===== config.mk =====
export PLATFORM = sky130hd
export DESIGN_NAME = fifo_ram_sym
export DESIGN_NICKNAME = d
export VERILOG_FILES = /design/src/rtl/fifo_ram_sym.sv
export SDC_FILE = /design/constraint.sdc
export NUM_CORES = 1
export LEC_CHECK = 0
export BUFFER_PORTS_ARGS = -buffer_cell sky130_fd_sc_hd__buf_4
export CAP_MARGIN = 25
export CORE_MARGIN = 3
export CORE_UTILIZATION = 61
export CTS_CLUSTER_DIAMETER = 100
export DETAILED_ROUTE_END_ITERATION = 8
export PLACE_DENSITY_LB_ADDON = 0.25
export SYNTH_ARGS = -nofsm -noshare
export SYNTH_HDL_FRONTEND = slang
export SYNTH_SLANG_ARGS = --single-unit

===== constraint.sdc =====
create_clock -name clk -period 4.2 [get_ports clk]
set_clock_uncertainty 0.05 [all_clocks]
set_input_delay 0.42 -clock clk [delete_from_list [all_inputs] [get_ports clk]]
set_output_delay 0.42 -clock clk [all_outputs]
set_load 0.02 [all_outputs]

===== src/rtl/fifo_ram_sym.sv =====
// fifo_ram_sym: single-clock register-file FIFO with non-power-of-two depth, registered read data and full/empty flags
module fifo_ram_sym #(
  parameter int DATA_WIDTH    = 8,
  parameter int ADDR_WIDTH    = 4,
  parameter int ADDR_AVALABLE = 13
) (
  input  logic                  clk,
  input  logic                  reset,
  input  logic                  r_en,
  input  logic                  w_en,
  input  logic [DATA_WIDTH-1:0] w_data,
  output logic [DATA_WIDTH-1:0] r_data,
  output logic                  empty,
  output logic                  full
);
  logic [DATA_WIDTH-1:0] mem [ADDR_AVALABLE];
  logic [ADDR_WIDTH-1:0] wr_ptr, rd_ptr, wr_nxt, rd_nxt;
  logic [ADDR_WIDTH:0]   cnt;
  logic                  wa, ra;
  assign empty  = cnt == '0;
  assign full   = cnt == (ADDR_WIDTH+1)'(ADDR_AVALABLE);
  assign ra     = r_en && !empty;
  assign wa     = w_en && (!full || r_en);
  assign wr_nxt = wr_ptr == ADDR_WIDTH'(ADDR_AVALABLE-1) ? '0 : wr_ptr + 1'b1;
  assign rd_nxt = rd_ptr == ADDR_WIDTH'(ADDR_AVALABLE-1) ? '0 : rd_ptr + 1'b1;
  always_ff @(posedge clk)
    if (wa) mem[wr_ptr] <= w_data;
  always_ff @(posedge clk or negedge reset)
    if (!reset) begin
      wr_ptr <= '0;
      rd_ptr <= '0;
      cnt    <= '0;
      r_data <= '0;
    end else begin
      if (wa) wr_ptr <= wr_nxt;
      if (ra) begin
        rd_ptr <= rd_nxt;
        r_data <= mem[rd_ptr];
      end
      cnt <= wa && !ra ? cnt + 1'b1 : ra && !wa ? cnt - 1'b1 : cnt;
    end
endmodule


# --- Word-level counts from Yosys, hierarchy flattened ---
# Memory sizes are Yosys's and may differ from the RTL's. A register that Yosys moved wholly into a read port is not among the register bits.
# Cells that the tools add are included.
totals:
  reg_bits: 13
  mem_bits_rw: 104
  input_bits: 12
  output_inout_bits: 10
  elab_cells: 29
  n_memories: 1
classes:
  add_sub_neg: 4
  eq_ne: 3
  muxes: 6
  reduce_logical: 12
mem_list:
  columns: ["memory", "depth", "width", "rd", "rd_clocked_by_memory_dff", "wr", "line", "text"]
  rows:
  - ["mem", 13, 8, 1, 1, 1, "16", "logic [DATA_WIDTH-1:0] mem [ADDR_AVALABLE];"]
ops:
  columns: ["operator", "n"]
  rows:
  - ["$mux W5", 2]
  - ["$add A4 B1 Y4 const B", 2]
  - ["$eq A4 B4 Y1 const B", 2]
  - ["$mux W4", 2]
  - ["$add A5 B1 Y5 const B", 1]
  - ["$eq A5 B4 Y1 const B", 1]
  - ["$logic_not A1 Y1", 5]
  - ["$logic_not A5 Y1", 1]
  - ["$sub A5 B1 Y5 const B", 1]
  - ["$logic_and A1 B1 Y1", 4]
  - ["$mux W1", 2]
  - ["$reduce_bool A2 Y1", 1]
  - ["$logic_or A1 B1 Y1", 1]

# --- Depth between registers and ports, before layout ---
logic_depth:
  ltp_word: 8
  ltp_mapped: 12
  ltp_nobuf: 10

# --- Worst setup path before layout ---
# OpenSTA, ideal clock, no wires.
synth_path:
  path_type: "reg-to-reg"
  start: "reg cnt[1]"
  end: "reg cnt[4]"
  setup_ps: 80
  t_arrival_ps: 2571
  required_ps: 4070
  slack_ps: 1499
  stages_incl_launch_ff: 13
  n_path_buf: 2
  synth_period_minus_slack_ps: 2701
  path_cell_list: "dfrtp_1 > or2_4 > o41a_1 > buf_6 > clkinv_4 > buf_12 > ha_1 > inv_1 > fa_1 > a21o_1 > a21oi_1 > mux2i_1 > xnor2_1"
synth_via:
  elab_chain_cells: 7
  word_cells_on_any_way: 16
  cone_classes: "add/sub: 2; eq/ne: 1; mux: 2; reduce/logical: 11"
synth_rtl:
  columns: ["item", "line", "text"]
  rows:
  - ["start, declared", "18", "logic [ADDR_WIDTH:0] cnt;"]
  - ["start signal, assigned", "40", "cnt <= wa && !ra ? cnt + 1'b1 : ra && !wa ? cnt - 1'b1 : cnt;"]
  - ["parallel branches: the longest is 7 deep, another holds $sub A5 B1 Y5", null, null]
# Parallel ways; which one is timed is not known. The select of a mux whose other input is x is not followed.
# A chain may end at the register's enable or synchronous reset.

# --- Worst setup path in the final report ---
# Ends and elaborated chain as after synthesis.

==> metrics.md <==
| Metric | Value |
|---|---|
| Initial antenna violation count | 0 |
| Cell type with the largest total area after synthesis | sky130_fd_sc_hd__edfxtp_1 |
| Layout net count | 388 |
| Placed standard-cell area | 5440 sq um |
| Post-cts gate resize count | 0 |
| CP Capture Type | register |
| Synth Register Bits | 125 |
| Post-synthesis to final-layout area growth | 15.0% |
| Final slew viol count | 0 |
| Period Utilization, post-route | 0.733 |
| Vias per cell | 6.21 |
| GR Layer Usage met3 | 0.0517 |
| Cts-stage hold buffer count | 1 |
| Average size of a mapped cell | 15.6 sq um |
| Arr. time, crit path | 3.46 ns |
| Min Hold Slack | 0.152 ns |
| Pwr Total | 4.30 mW |
| Fraction of synthesized cell area taken by the top area cell type | 0.597 |
| Post-CTS setup repair buffer count | 0 |
| Critical path data required time | 4.58 ns |
| # clock sinks | 125 |
| Critical path, cell by cell | or2_4 -> o41a_1 -> clkinv_4 -> ha_1 -> inv_1 -> fa_1 -> a21o_1 -> a21oi_1 -> mux2i_1 -> xnor2_1 |
| Max VDD drop | 0.362 mV |
| Synth warnings | 0 |
| Fmax | 0.325 GHz |
| HPWL reported at the end of detailed placement | 6.47 mm |
| Pin slew with the least headroom to its limit | 0.774 ns |
| EDFF count, synth | 104 |
| Routed wire length | 10.6 mm |
| Type of the setup path with the least slack | register to register |
| Routed length per instance | 22.0 um |
| Netlist Area Pre-Place | 5230 sq um |
| Effective utilization at floorplan | 0.633 |
| Most frequent cell after synthesis | sky130_fd_sc_hd__edfxtp_1 |
| Post-layout min period | 3.08 ns |
| Setup-failing EPs final | 0 |
| Drc violations | 0 |
| CP max FO | 17 |
| Total inserted antenna cells | 0 |
| Drt initial violations | 193 |
| Sequential cell area fraction in the yosys report | 0.697 |
| Relative max-transition margin | 0.482 |
| M2 GR Usage | 0.382 |
| Setup TNS | 0 ns |
| Clock Pin Slew Worst Setup and Hold Paths | 0.06 ns |
| Total of max-cap violations | 0 |
| LEAKAGE | 2.22 nW |
| Total power divided by cell area | 715 nW/um^2 |
| Vias in the first global route | 3118 |
| Clock root buffer | sky130_fd_sc_hd__clkbuf_8 |
| Critical Path Max Stage Delay | 0.59 ns |
| Type of the worst min-delay path | input pin to register |
| Leading cell types by total area after synthesis | sky130_fd_sc_hd__edfxtp_1 60%, sky130_fd_sc_hd__dfrtp_1 10%, sky130_fd_sc_hd__mux2i_1 7.8%, sky130_fd_sc_hd__ha_1 2.4%, sky130_fd_sc_hd__a22oi_1 2.0% |
| Synth Instances | 336 |
| Overall Global Routing Usage | 0.233 |
| Grt total ovfl | 0 |
| Fraction of final layout cells sized beyond drive strength 1 | 0.167 |
| Post-synth ARST share | 0.168 |
| Std-Cell Rows | 33 |
| Routability cong. | 0.905 |
| Kind of start point of the critical path | register |
| Count of distinct cell types in the synthesized netlist | 42 |
| TritonCTS clock tree | yes |
| Number of buffers inserted by port buffering | 21 |
| Clock buffer count from CTS | 17 |
| Later-pin clock latency in the skew report | 0.50 ns |
| Top Usage Layer GRT | met2 |
| Cell with the largest stage delay on the worst path | sky130_fd_sc_hd__o41a_1 |
| Top FF cell, synth | sky130_fd_sc_hd__edfxtp_1 |
| GR Layer Usage met1 | 0.307 |
| Result of the run | complete, no violations |
| Pin count of the biggest net entering global routing | 28 |
| Vias after detailed routing | 3000 |
| RSZ-0062 raised after global routing | no |
| Deepest clock path buffer count | 2 |
| Die Y-Extent | 98.6 um |
| Number of placed I/O pins | 22 |
| Final antenna-violating net count | 0 |
| Total core area | 8260 sq um |
| Utilization after layout | 0.728 |
| Global-route wire length before repair | 16.6 mm |
| Most frequent cells after synthesis | 104 x sky130_fd_sc_hd__edfxtp_1, 41 x sky130_fd_sc_hd__mux2i_1, 23 x sky130_fd_sc_hd__nand2_1 |
| CTS H-Tree Depth | 4 |
| Final hold vios | 0 |
| Design Area, Final | 6010 sq um |
| Number of nets in the synthesized netlist | 359 |
| Die area | 9720 sq um |
| Die Width | 98.6 um |
| Pre-antenna DRT Iters | 5 |
## worst paths after layout
path                                    start                     to  slack, ns  cells after the start
max in group asynchronous               reset  r_data[2]$_DFFE_PN0P_       3.59                      2
max reg2reg                cnt[1]$_DFFE_PN0P_     cnt[4]$_DFFE_PN0P_       1.12                     10
min reg2reg                cnt[4]$_DFFE_PN0P_     cnt[4]$_DFFE_PN0P_       0.44                      1
min in group asynchronous               reset  rd_ptr[0]$_DFFE_PN0P_       0.29                      2
max                        cnt[1]$_DFFE_PN0P_     cnt[4]$_DFFE_PN0P_       1.12                     10
min                                 w_data[0]    mem[8][0]$_DFFE_PP_       0.15                      1
## final cells by class
type | instances | area (sq um)
inverter | 9 | 38.8
clock buffer | 17 | 414
clock inverter | 15 | 146
timing repair buffer | 25 | 190
sequential | 125 | 3650
tap | 105 | 131
multi-input combinational | 187 | 1450
fill | 531 | 2240
## kinds of logic (layout without fill, tap and decap cells)
group / after synthesis / after routing / share of synthesized area
AND/OR/NAND/NOR: 67 / 67 / 0.0639
multiplexers: 46 / 46 / 0.0978
XOR/XNOR: 4 / 4 / 0.00670
flip-flops: 125 / 125 / 0.697
AO/OA/AOI/OAI: 59 / 59 / 0.0801
adder cells (fa/ha/maj): 11 / 11 / 0.0277
buffers and inverters: 24 / 66 / 0.0263
## layer usage
layer	vias up	wire length (um)
li1	1351	-
met1	1513	4370
met2	110	5450
met3	26	537
met4	0	248
met5	-	0
## flip-flops by register name (all words and copies together), names as in the netlist
name / cells
wr_ptr: 4
rd_ptr: 4
mem: 104
r_data: 8
cnt: 5
## cells in the final DEF (no fill, tap or decap), types with 2 or more instances in the layout
cell type and count:
sky130_fd_sc_hd__and2_1 9, sky130_fd_sc_hd__inv_1 7, sky130_fd_sc_hd__bufinv_16 2, sky130_fd_sc_hd__nand2_1 23, sky130_fd_sc_hd__nor2_1 7, sky130_fd_sc_hd__dfrtp_1 21, sky130_fd_sc_hd__clkinv_2 2, sky130_fd_sc_hd__and3_1 4
sky130_fd_sc_hd__clkinv_1 3, sky130_fd_sc_hd__edfxtp_1 104, sky130_fd_sc_hd__nand2b_1 2, sky130_fd_sc_hd__ha_1 10, sky130_fd_sc_hd__a21o_1 5, sky130_fd_sc_hd__o211ai_1 5, sky130_fd_sc_hd__a22oi_1 14, sky130_fd_sc_hd__xnor2_1 3
sky130_fd_sc_hd__clkbuf_16 16, sky130_fd_sc_hd__nand3_1 11, sky130_fd_sc_hd__buf_4 24, sky130_fd_sc_hd__inv_6 3, sky130_fd_sc_hd__mux4_2 4, sky130_fd_sc_hd__nor2b_1 4, sky130_fd_sc_hd__a221oi_1 6, sky130_fd_sc_hd__o21ai_0 18
sky130_fd_sc_hd__clkinvlp_4 4, sky130_fd_sc_hd__a21oi_1 6, sky130_fd_sc_hd__clkinv_4 2, sky130_fd_sc_hd__mux2i_1 41, sky130_fd_sc_hd__nor3_1 2
## power by group
group          internal [mW]  total (mW)  switching, mW
registers               1.54        1.69          0.145
clock network          0.840        1.36          0.520
logic                  0.502        1.25          0.749
total                   2.88        4.30           1.41
## metrics by stage
stage               worst slack (ns)  std cells
detailed placement              1.12        450
CTS                             1.10        483
global placement                1.22        450
floorplan                       1.50        336
global route                   0.960        483
finish                          1.12        483
## critical path, delay by kind of cell (launching register included)
kind	cells	cell delay (ns)
AOI/OAI and AO/OA	3	0.93
adders and majority gates	2	0.61
DFF	1	0.42
buffers and inverters	2	0.31
and+or+nand+nor	1	0.29
muxes	1	0.23
xor gates and xnor gates	1	0.13
Power figures use the tool's default switching activity.
